[src/rtl/mspu_pkg.sv]
// Shared widths and converter state encoding for the mspu packet converters.
// Used by both the 512->32 ingress and the 32->512 egress converters.
package mspu_pkg;

    localparam int WORD_W      = 32;
    localparam int BEAT_W      = 512;
    localparam int BEAT_WORDS  = 16;
    localparam int IFMEM_BYTES = 2048;

    typedef enum logic [1:0] {IDLE, READ, OUT} conv_state_t;

    // Byte address of a data-memory word; wraps silently in 32 bits.
    function automatic logic [31:0] word_addr(input logic [31:0] base, input logic [31:0] wordIdx);
        return base + (wordIdx << 2);
    endfunction

endpackage

[src/rtl/datawidthconv_32_to_512_if.sv]
// Control, data-memory read port and 512-bit packet source signals of the egress converter.
// The converter takes the master side; memory, packet sink and controller take the slave side.
interface datawidthconv_32_to_512_if;
    import mspu_pkg::*;

    logic                kick;
    logic                busy;
    logic                done;
    logic [WORD_W-1:0]   data_addr;
    logic                data_oe;
    logic [WORD_W-1:0]   data_dout;
    logic                src_sop;
    logic                src_eop;
    logic                src_valid;
    logic [BEAT_W-1:0]   src_dout;
    logic                src_ready;

    modport master (
        input  kick,
        output busy,
        output done,
        output data_addr,
        output data_oe,
        input  data_dout,
        output src_sop,
        output src_eop,
        output src_valid,
        output src_dout,
        input  src_ready
    );

    modport slave (
        output kick,
        input  busy,
        input  done,
        input  data_addr,
        input  data_oe,
        output data_dout,
        input  src_sop,
        input  src_eop,
        input  src_valid,
        input  src_dout,
        output src_ready
    );

endinterface

[src/rtl/datawidthconv_32_to_512.sv]
// Egress converter: reads NUM_BEATS*16 words from the 32-bit data memory and streams them
// out as 512-bit beats with sop/eop/valid and ready backpressure.
module datawidthconv_32_to_512
    import mspu_pkg::*;
#(
    parameter int          NUM_BEATS = 32,
    parameter logic [31:0] ADDR_BASE = 32'h0
) (
    input  logic clk,
    input  logic reset,
    datawidthconv_32_to_512_if.master bus
);

    localparam int BCNT_W = $clog2(NUM_BEATS) + 1;
    localparam logic [BCNT_W-1:0] LAST_BEAT = BCNT_W'(NUM_BEATS - 1);

    conv_state_t         state_q, state_d;
    logic [BCNT_W-1:0]   beat_q, beat_d;
    logic [3:0]          word_q, word_d;
    logic [3:0]          cap_q, cap_d;
    logic                oe_q, oe_d;
    logic                pend_q, pend_d;
    logic [31:0]         addr_q, addr_d;
    logic [BEAT_W-1:0]   beatBuf_q, beatBuf_d;
    logic                done_q, done_d;
    logic                lastBeat;

    assign lastBeat = (beat_q == LAST_BEAT);

    always_ff @(posedge clk or posedge reset) begin
        if (reset) begin
            state_q   <= IDLE;
            beat_q    <= '0;
            word_q    <= '0;
            cap_q     <= '0;
            oe_q      <= 1'b0;
            pend_q    <= 1'b0;
            addr_q    <= '0;
            beatBuf_q <= '0;
            done_q    <= 1'b0;
        end else begin
            state_q   <= state_d;
            beat_q    <= beat_d;
            word_q    <= word_d;
            cap_q     <= cap_d;
            oe_q      <= oe_d;
            pend_q    <= pend_d;
            addr_q    <= addr_d;
            beatBuf_q <= beatBuf_d;
            done_q    <= done_d;
        end
    end

    // pend_q marks the cycle in which the word requested a cycle earlier is on data_dout.
    always_comb begin
        state_d   = state_q;
        beat_d    = beat_q;
        word_d    = word_q;
        cap_d     = cap_q;
        oe_d      = oe_q;
        pend_d    = oe_q;
        addr_d    = addr_q;
        beatBuf_d = beatBuf_q;
        done_d    = 1'b0;

        case (state_q)
            IDLE: begin
                if (bus.kick) begin
                    state_d = READ;
                    beat_d  = '0;
                    word_d  = '0;
                    cap_d   = '0;
                    oe_d    = 1'b1;
                    addr_d  = word_addr(ADDR_BASE, 32'd0);
                end
            end
            READ: begin
                if (oe_q) begin
                    if (word_q == 4'd15) begin
                        oe_d = 1'b0;
                    end else begin
                        word_d = word_q + 4'd1;
                        addr_d = word_addr(ADDR_BASE, (32'(beat_q) << 4) | 32'(word_q + 4'd1));
                    end
                end
                if (pend_q) begin
                    beatBuf_d = {bus.data_dout, beatBuf_q[BEAT_W-1:WORD_W]};
                    cap_d     = cap_q + 4'd1;
                    if (cap_q == 4'd15) begin
                        state_d = OUT;
                    end
                end
            end
            OUT: begin
                if (bus.src_ready) begin
                    if (lastBeat) begin
                        state_d = IDLE;
                        done_d  = 1'b1;
                    end else begin
                        state_d = READ;
                        beat_d  = beat_q + BCNT_W'(1);
                        word_d  = '0;
                        cap_d   = '0;
                        oe_d    = 1'b1;
                        addr_d  = word_addr(ADDR_BASE, 32'(beat_q + BCNT_W'(1)) << 4);
                    end
                end
            end
            default: begin
                state_d = IDLE;
            end
        endcase
    end

    assign bus.busy      = (state_q != IDLE);
    assign bus.done      = done_q;
    assign bus.data_addr = addr_q;
    assign bus.data_oe   = oe_q;
    assign bus.src_valid = (state_q == OUT);
    assign bus.src_sop   = (state_q == OUT) && (beat_q == '0);
    assign bus.src_eop   = (state_q == OUT) && lastBeat;
    assign bus.src_dout  = beatBuf_q;

endmodule
[src/flat_wrapper.sv]
// flat-port wrapper written by rule: the top's interface ports become plain ports
module datawidthconv_32_to_512_flat import mspu_pkg::*;
#(
    parameter int          NUM_BEATS = 32,
    parameter logic [31:0] ADDR_BASE = 32'h0
)
  (clk, reset, bus_kick, bus_busy, bus_done, bus_data_addr, bus_data_oe, bus_data_dout, bus_src_sop, bus_src_eop, bus_src_valid, bus_src_dout, bus_src_ready);
  datawidthconv_32_to_512_if bus_i ();
  input  logic clk;
  input  logic reset;
  input wire logic [$bits(bus_i.kick)-1:0] bus_kick;
  output wire logic [$bits(bus_i.busy)-1:0] bus_busy;
  output wire logic [$bits(bus_i.done)-1:0] bus_done;
  output wire logic [$bits(bus_i.data_addr)-1:0] bus_data_addr;
  output wire logic [$bits(bus_i.data_oe)-1:0] bus_data_oe;
  input wire logic [$bits(bus_i.data_dout)-1:0] bus_data_dout;
  output wire logic [$bits(bus_i.src_sop)-1:0] bus_src_sop;
  output wire logic [$bits(bus_i.src_eop)-1:0] bus_src_eop;
  output wire logic [$bits(bus_i.src_valid)-1:0] bus_src_valid;
  output wire logic [$bits(bus_i.src_dout)-1:0] bus_src_dout;
  input wire logic [$bits(bus_i.src_ready)-1:0] bus_src_ready;
  assign bus_i.kick = bus_kick;
  assign bus_busy = bus_i.busy;
  assign bus_done = bus_i.done;
  assign bus_data_addr = bus_i.data_addr;
  assign bus_data_oe = bus_i.data_oe;
  assign bus_i.data_dout = bus_data_dout;
  assign bus_src_sop = bus_i.src_sop;
  assign bus_src_eop = bus_i.src_eop;
  assign bus_src_valid = bus_i.src_valid;
  assign bus_src_dout = bus_i.src_dout;
  assign bus_i.src_ready = bus_src_ready;
  datawidthconv_32_to_512 #(.NUM_BEATS(NUM_BEATS), .ADDR_BASE(ADDR_BASE)) u_core (.clk(clk), .reset(reset), .bus(bus_i));
endmodule
[config.mk]
export PLATFORM = sky130hd
export DESIGN_NAME = datawidthconv_32_to_512_flat
export DESIGN_NICKNAME = d
export VERILOG_FILES = /design/src/rtl/mspu_pkg.sv /design/src/rtl/datawidthconv_32_to_512_if.sv /design/src/rtl/datawidthconv_32_to_512.sv /design/src/flat_wrapper.sv
export SDC_FILE = /design/constraint.sdc
export NUM_CORES = 1
export LEC_CHECK = 0
export ABC_AREA = 1
export BUFFER_PORTS_ARGS = -buffer_cell sky130_fd_sc_hd__buf_2
export CORE_AREA = 2 2 229 231
export CTS_CLUSTER_DIAMETER = 60
export DETAILED_ROUTE_END_ITERATION = 16
export DIE_AREA = 0 0 231 233
export SLEW_MARGIN = 20
export SYNTH_ARGS = -nofsm -noshare
export SYNTH_HDL_FRONTEND = slang
export SYNTH_SLANG_ARGS = --single-unit
[constraint.sdc]
create_clock -name clk -period 17.7 [get_ports clk]
set_clock_uncertainty 0.15 [all_clocks]
set_input_delay 0.885 -clock clk [delete_from_list [all_inputs] [get_ports clk]]
set_output_delay 0.885 -clock clk [all_outputs]
set_load 0.01 [all_outputs]
Word-level counts from Yosys, hierarchy flattened
Index checks and enable logic that the tools add are counted.
{ "classes": {"n_reduce_logical": 13, "mux": 33, "bitwise": 1, "n_eq_ne": 12, "add_sub_neg": 5} }
{ "op_table": {"columns": ["op", "count"], "rows": [
  ["$mux W32", 5],
  ["$pmux W32 S3", 1],
  ["$or A10 B30 Y30", 1],
  ["$mux W4", 6],
  ["$pmux W4 S3", 2],
  ["$mux W6", 3],
  ["$pmux W6 S2", 1],
  ["$reduce_and A4 Y1", 3],
  ["$mux W1", 9],
  ["$add A4 B1 Y4 const B", 2],
  ["$eq A4 B4 Y1 const B", 2],
  ["$mux W2", 4],
  ["$ne A2 B1 Y1 const B", 4],
  ["$add A6 B1 Y7 const B", 1],
  ["$add A6 B1 Y6 const B", 1],
  ["$eq A6 B5 Y1 const B", 1],
  ["$logic_not A6 Y1", 1],
  ["$ne A2 B2 Y1 const B", 3],
  ["$pmux W2 S3", 1],
  ["$reduce_and A6 Y1", 1],
  ["$add A4 B1 Y5 const B", 1],
  ["$reduce_and A5 Y1", 1],
  ["$reduce_bool A2 Y1", 2],
  ["$pmux W1 S3", 1],
  ["other kinds (6)", 7]
]} }
{ "word_totals": {"input_bits": 36, "elab_cells": 73, "output_inout_bits": 550, "ff_bits": 563} }

Depth between registers and ports, before layout
Gate-level depths: netlist (run 1).
{ "logic_depth": {"word_depth": 5, "depth_mapped": 10, "mapped_depth_nobuf": 10} }

Worst setup path before layout (run 1)
OpenSTA, ideal clock, no wires.
{ "synth_timing": {"path_type": "register to output", "startpoint": "reg u_core.state_q[0]", "endpoint": "out bus_src_sop", "n_path_buf": 0, "required_ns": 16.665, "setup_slack_ns": 15.281, "arrival_ns": 1.384, "path_stages_with_launch": 7, "cell_sequence": "dfrtp_1 -> inv_1 -> ha_1 -> inv_2 -> nor2_1 -> nand3_1 -> nor3_1"} }
{ "synth_via": {"elab_chain_cells": 2} }
{ "synth_lines": {"columns": ["item", "line", "rtl"], "rows": [
  ["from (decl)", "datawidthconv_32_to_512.sv:17", "conv_state_t state_q, state_d;"],
  ["from (signal assigned)", "datawidthconv_32_to_512.sv:42", "state_q <= state_d;"],
  ["$eq A2 B2 Y1", null, null],
  ["via bus_src_valid", "flat_wrapper.sv:19", "output wire logic [$bits(bus_i.src_valid)-1:0] bus_src_valid;"],
  ["$logic_and A1 B1 Y1", "datawidthconv_32_to_512.sv:120", "assign bus.src_sop = (state_q == OUT) && (beat_q == '0);"],
  ["to (decl)", "flat_wrapper.sv:17", "output wire logic [$bits(bus_i.src_sop)-1:0] bus_src_sop;"]
]} }
The timed path passes the listed nets, and every way through them passes these cells.

Final worst setup path (run 1)
{ "layout_timing": {"startpoint": "reg u_core.state_q[1]", "endpoint": "reg u_core.beatBuf_q[489], in the netlist u_core.bus.src_dout[489]"} }
{ "layout_via": {"elab_chain_cells": 2} }
{ "layout_lines": {"columns": ["item", "line", "rtl"], "rows": [
  ["$eq A2 B1 Y1", "datawidthconv_32_to_512.sv:66", "case (state_q)"],
  ["$reduce_and A2 Y1 (no line)", null, null],
  ["to (signal assigned)", "datawidthconv_32_to_512.sv:49", "beatBuf_q <= beatBuf_d;"],
  ["to (decl)", "datawidthconv_32_to_512.sv:24", "logic [BEAT_W-1:0] beatBuf_q, beatBuf_d;"]
]} }
No other way between the ends.
A chain may end at the register's enable or synchronous reset.

==> summary.txt, run 1 <==
Setup path
  • Critical path type: reg2reg
  • Worst Path Max Fanout: 124
  • WP data required: 18.03 ns
  • Setup crit start kind: register
  • CP arrival: 4.35 ns
  • CP endpoint kind: register
  • Worst reg2reg path depth: 7

Timing
  • Final setup vio count: 0
  • Crit path time final: 4.02 ns
  • Relative slew margins: 30.2%
  • RSZ-0062 raised after global routing: no
  • PnR worst setup slack: 13.68 ns
  • Tcrit/Tclk final: 22.7%
  • TNS Setup: 0 ns
  • Final slew viol count: 0
  • Max Freq: 249 MHz
  • Pin slew with the least headroom to its limit: 1.05 ns
  • Fin. Hold Viols: 0

Clock tree
  • TritonCTS Buffers: 60
  • Clk buf depth: 3
  • Hold-fix buffers, CTS: 0
  • CTS Sinks: 542
  • CTS tree: built
  • Post-CTS Resized: 0
  • Worst skew pair latency: 0.61 ns
  • Root Driver: clkbuf_16
  • Worst-path clk slew: 0.06 ns
  • Setup bufs post-CTS: 0
  • H-tree Lvls: 2

Global route
  • Gr usage total: 18.3%
  • Total grt overflow: 0
  • Initial antenna violation count: 1
  • First-pass GRT wire length: 76.9 mm
  • Vias in the first global route: 12900
  • Largest net degree at the start of global routing: 209

Run status
  • Status: finished, final reports clean

Routing
  • DRT iter0 DRCs: 729
  • DRC errors left: 0
  • DR vias: 12700
  • Antenna viol nets, final: 0
  • Detailed-route wire length: 50.3 mm
  • Via density: 4.70
  • Routed len/inst: 18.6 µm
  • Drt pass-1 iters: 4

Final layout
  • Final Util: 50.9%
  • Post-route cell area: 0.0260 mm²
  • Post-Layout Cell Count: 2710
  • Fin nets: 2025
  • Syn-to-layout area delta: 25.0%
  • N_diodes: 0
  • Layout cell share with drive strength beyond 1: 40.9%
  • # fillers: 4603

Placed design
  • DP Area: 0.0240 mm²
  • Placed cells: 2598
  • Post-Place Setup Slack: 13.81 ns
  • Routability Congestion: 0.796
  • Final HPWL from detailed placement: 35.9 mm
  • Port bufs: 564

Power and ir drop
  • Worst VDD drop: 116 µV
  • Pwr/cell area: 213 mW/mm²
  • Pleak: 13.3 nW

Yosys
  • Cell Area, Synth: 0.0208 mm²
  • Yosys reg bits: 542
  • Synth warn: 0
  • Synth Instances: 1415
  • Sequential fraction of the synthesis area: 65.3%
  • Mean Syn Cell Area: 14.7 µm²
  • EDFF count, synth: 0
  • Async SR Flop Fraction: 100%
  • Distinct cells, synth: 28
  • Ys flop type: dfrtp_1

Die
  • Die area: 0.0538 mm²
  • IO Pins: 586
  • Die Width: 231 µm
  • Row count: 83
  • Core ar.: 0.0511 mm²
  • Initial core utilization: 40.7%
  • Die H: 233 µm

Worst hold path
  • Worst hold path class: in2async

Run
  • Max Cap Viol: 0
-- kinds of logic (layout without fill, tap and decap cells) --
group	Yosys count	count (layout)	synth area share, %
flip-flops	542	542	65.3
multiplexers	446	446	24.2
adder cells (fa/ha/maj)	8	8	0.482
AO/OA/AOI/OAI	92	92	2.26
XOR/XNOR	1	1	0.0421
buffers and inverters	143	738	4.30
other	1	21	0.0180
AND/OR/NAND/NOR	182	182	3.47
-- final timing paths --
check,start,to,slack [ns]
max in group asynchronous,reset,u_core.bus.src_dout[11],15.47
setup / recovery,u_core.state_q[1],u_core.bus.src_dout[489],13.68
hold / removal,reset,u_core.bus.src_dout[507],0.28
hold reg to reg,u_core.bus.data_addr[8],u_core.bus.data_addr[8],0.33
min in group clk,u_core.bus.data_addr[8],u_core.bus.data_addr[8],0.33
setup reg to reg,u_core.state_q[1],u_core.bus.src_dout[489],13.68
-- synth_stat cells, types with 2 or more instances --
master | count | share of area (%)
mux2_2 | 156 | 8.5
nand4_1 | 2 | 0.060
nand3_1 | 11 | 0.26
dfrtp_1 | 542 | 65
clkbuf_1 | 10 | 0.18
nor2_1 | 49 | 0.88
mux2_1 | 290 | 16
a21oi_1 | 37 | 0.89
buf_2 | 22 | 0.53
buf_4 | 24 | 0.87
nand2_1 | 114 | 2.1
buf_6 | 32 | 1.7
o21ai_0 | 52 | 1.3
inv_1 | 53 | 0.96
ha_1 | 8 | 0.48
-- layout make-up --
cell class / instances / area [µm²] / area share [%]
clock buffer: 93 / 1810 / 6.96
multi-input combinational: 750 / 6410 / 24.7
timing repair buffer: 573 / 2950 / 11.3
inverter: 54 / 210 / 0.809
sequential: 542 / 13600 / 52.2
tap: 680 / 851 / 3.27
clock inverter: 18 / 193 / 0.742
-- critical path, stage by stage (launching register included) --
cell     delay, ns
dfrtp_1       0.37
inv_1         0.08
ha_1          0.37
nand2_4       0.60
buf_4         0.76
buf_12        0.39
buf_16        0.46
mux2_2        0.41
-- flip-flops by register name, summed over array words and instances (netlist names) --
name                  cells
u_core.bus.src_dout     512
u_core.bus.data_addr     11
u_core.beat_q             6
u_core.cap_q              4
u_core.word_q             4
u_core.state_q            2
u_core.bus.data_oe        1
u_core.bus.done           1
u_core.pend_q             1
-- where the power goes --
group,switching (W),total [W],internal [W]
sequential,0.000416,0.00223,0.00182
clock,0.000494,0.00124,0.000745
combinational,0.00111,0.00206,0.000946
total,0.00202,0.00553,0.00351
-- metal layers --
metal	GRT usage, %	vias to the layer above	wire length, µm
met1	23.5	6317	21100
met2	29.0	388	23700
met3	5.91	95	3800
met5	0	-	0
met4	7.06	0	1680
li1	-	5949	-
-- placed cells by master (no fill, tap or decap), types with 2 or more instances in the layout --
cell type	netlist	routed
buf_2	22	564
dfrtp_1	542	542
mux2_1	290	290
mux2_2	156	156
nand2_1	114	113
clkbuf_16	0	62
inv_1	53	52
o21ai_0	52	52
nor2_1	49	49
a21oi_1	37	37
conb_1	1	21
clkbuf_1	10	17
clkbuf_8	0	14
nand3_1	11	11
clkinv_2	0	11
ha_1	8	8
buf_4	24	5
inv_8	0	3
bufinv_16	0	3
buf_12	0	3
nand4_1	2	2
-- per-stage QoR --
stage | hold WS [ns] | total power (W)
6_report | 0.275 | 0.00553
3_5_place_dp | 0.312 | 0.00435
5_1_grt | 0.317 | 0.00590
4_1_cts | 0.311 | 0.00561
2_1_floorplan | 0.304 | 0.00346
3_3_place_gp | 0.316 | 0.00429
Power figures use the tool's default switching activity.
==> inputs of run 2 (changes only) <==
==> constraint.sdc (replaced) <==
create_clock -name clk -period 3.9 [get_ports clk]
set_clock_uncertainty 0.15 [all_clocks]
set_input_delay 0.195 -clock clk [delete_from_list [all_inputs] [get_ports clk]]
set_output_delay 0.195 -clock clk [all_outputs]
set_load 0.01 [all_outputs]
==> summary.txt, run 2 (synthesis gave the netlist of run 1 again) <==
Run status
  • Status: finished, final reports clean (unchanged)

Power and ir drop
  • Pwr/cell area: 950 mW/mm² (was 213 mW/mm²)
  • Pleak: 13.6 nW (was 13.3 nW)
  • Worst VDD drop: 513 µV (was 116 µV)
  • Power, Total: 0.0252 W (was 0.00553 W)

Global route
  • Initial antenna violation count: 0 (was 1)
  • Vias in the first global route: 13200 (was 12900)
  • Gr usage total: 18.8% (was 18.3%)
  • Total grt overflow: 0 (unchanged)
  • First-pass GRT wire length: 78.3 mm (was 76.9 mm)
  • Largest net degree at the start of global routing: 125 (was 209)

Clock tree
  • Post-CTS Resized: 0 (unchanged)
  • H-tree Lvls: 2 (unchanged)
  • TritonCTS Buffers: 59 (was 60)
  • CTS Sinks: 542 (unchanged)
  • CTS tree: built (unchanged)
  • Worst-path clk slew: 0.06 ns (about the same)
  • Worst skew pair latency: 0.60 ns (was 0.61 ns)
  • Clk buf depth: 3 (unchanged)
  • Root Driver: clkbuf_16 (unchanged)

Setup path
  • Worst Path Max Fanout: 61 (was 124)
  • R2r setup slk: 0.97 ns (was 13.68 ns)
  • Setup crit start kind: register (unchanged)
  • Slowest cell on the critical path: buf_4 (unchanged)
  • Critical path type: reg2reg (unchanged)
  • WP data required: 4.24 ns (was 18.03 ns)
  • Family with the most delay on the worst path: buffers and inverters (unchanged)
  • Critical path buffers and inverters: 2 (was 4)
  • Critical Path, Cell by Cell: inv_1 -> ha_1 -> nand2_4 -> buf_4 -> mux2_1 (was inv_1 -> ha_1 -> nand2_4 -> buf_4 -> buf_12 -> buf_16 -> mux2_2)
  • CP arrival: 3.26 ns (was 4.35 ns)
  • Crit-path max cell delay: 0.75 ns (was 0.76 ns)
  • CP endpoint kind: register (unchanged)

Routing
  • Drt pass-1 iters: 4 (unchanged)
  • DRT iter0 DRCs: 642 (was 729)
  • Antenna viol nets, final: 0 (unchanged)
  • DRC errors left: 0 (unchanged)
  • Via density: 4.72 (was 4.70)
  • Routed len/inst: 18.6 µm (about the same)
  • Detailed-route wire length: 51.5 mm (was 50.3 mm)
  • DR vias: 13000 (was 12700)

Timing
  • Relative slew margins: 48.3% (was 30.2%)
  • Crit path time final: 2.93 ns (was 4.02 ns)
  • Final setup vio count: 0 (unchanged)
  • TNS Setup: 0 ns (unchanged)
  • Final slew viol count: 0 (unchanged)
  • PnR worst setup slack: 0.975 ns (was 13.68 ns)
  • Pin slew with the least headroom to its limit: 0.776 ns (was 1.05 ns)
  • Max Freq: 342 MHz (was 249 MHz)
  • Fin. Hold Viols: 0 (unchanged)
  • Tcrit/Tclk final: 75.0% (was 22.7%)
  • RSZ-0062 raised after global routing: no (unchanged)

Run
  • Max Cap Viol: 0 (unchanged)

Placed design
  • Placed cells: 2616 (was 2598)
  • Post-Place Setup Slack: 0.961 ns (was 13.81 ns)
  • Port bufs: 564 (unchanged)
  • Final HPWL from detailed placement: 37.9 mm (was 35.9 mm)
  • Routability Congestion: 0.783 (was 0.796)

Final layout
  • Most frequent cells in the layout: buf_2 (564), dfrtp_1 (542), mux2_1 (290), mux2_2 (156), nand2_1 (113) (unchanged)
  • Post-Layout Cell Count: 2761 (was 2710)
  • Final Util: 51.9% (was 50.9%)
  • Layout cell share with drive strength beyond 1: 40.9% (about the same)
  • Syn-to-layout area delta: 27.5% (was 25.0%)
  • Register area: 0.0136 mm² (unchanged)
  • Commonest non-fill, non-tap cell in the layout: buf_2 (unchanged)
  • Max reg flops: 512 (unchanged)
  • Area of the multi-input gates: 0.00641 mm² (unchanged)
  • # fillers: 4476 (was 4603)
  • Fin nets: 2076 (was 2025)

Die
  • Die area: 0.0538 mm² (unchanged)
  • Die H: 233 µm (unchanged)
  • Core ar.: 0.0511 mm² (unchanged)
  • IO Pins: 586 (unchanged)
  • Row count: 83 (unchanged)
  • Initial core utilization: 40.7% (unchanged)
  • Die Width: 231 µm (unchanged)

Worst hold path
  • Worst hold path class: in2async (unchanged)
## run 2: cell count changes in the layout (fill, tap and decap cells not counted), moves of 3 or more
cell | previous run | this run
clkinv_2 | 11 | 14
buf_12 | 3 | 11
clkinvlp_4 | 0 | 3
diode_2 | 0 | 3
clkbuf_1 | 17 | 10
dlygate4sd3_1 | 0 | 35
buf_4 | 5 | 15
## run 2: layout make-up
cell class / instances / share of cell area, %
inverter: 54 / 0.779
tap: 680 / 3.21
antenna: 3 / 0.0283
timing repair buffer: 625 / 13.2
clock buffer: 84 / 6.58
multi-input combinational: 750 / 24.2
sequential: 542 / 51.2
clock inverter: 23 / 0.812
## run 2: worst paths after layout
| check | start | endpoint | cells past startpoint |
|---|---|---|---|
| worst max-delay path | u_core.state_q[1] | u_core.bus.src_dout[302] | 5 |
| worst min-delay path | reset | u_core.bus.src_dout[349] | 3 |
| worst max register to register | u_core.state_q[1] | u_core.bus.src_dout[302] | 5 |
| worst min register to register | u_core.bus.data_addr[10] | u_core.bus.data_addr[10] | 2 |
| max in group asynchronous | reset | u_core.bus.src_dout[492] | 5 |
| min in group clk | bus_data_dout[20] | u_core.bus.src_dout[500] | 3 |
## run 2: per-layer routing
layer | part of all wire, % | GRT usage (%) | routed length [µm]
met2 | 47 | 29.6 | 24400
met4 | 3.2 | 7.44 | 1660
met1 | 42 | 24.5 | 21800
met5 | 0 | 0 | 0
met3 | 7.0 | 5.25 | 3610
## run 2: repair_timing
item                      4_1_cts  5_1_grt
buffers inserted                0        0
hold buffers                   35        0
hold endpoints to repair       58        0
## run 2: worst min-delay path: cells and delay by family
kind                   cells  cell delay, ns
buffers and inverters      3            1.17
## run 2: per-stage QoR
step           hold slack (ns)  cell area, µm²
2_1_floorplan            0.173           20900
3_3_place_gp             0.217           24200
3_5_place_dp             0.228           24200
4_1_cts                  0.116           26500
5_1_grt                  0.175           26500
6_report                 0.133           26500
## run 2: where the power goes
group	switching [W]	internal (W)	total [W]	leakage, nW
Combinational	0.00508	0.00439	0.00947	5.87
Clock	0.00227	0.00325	0.00552	0.975
Sequential	0.00193	0.00825	0.0102	6.73
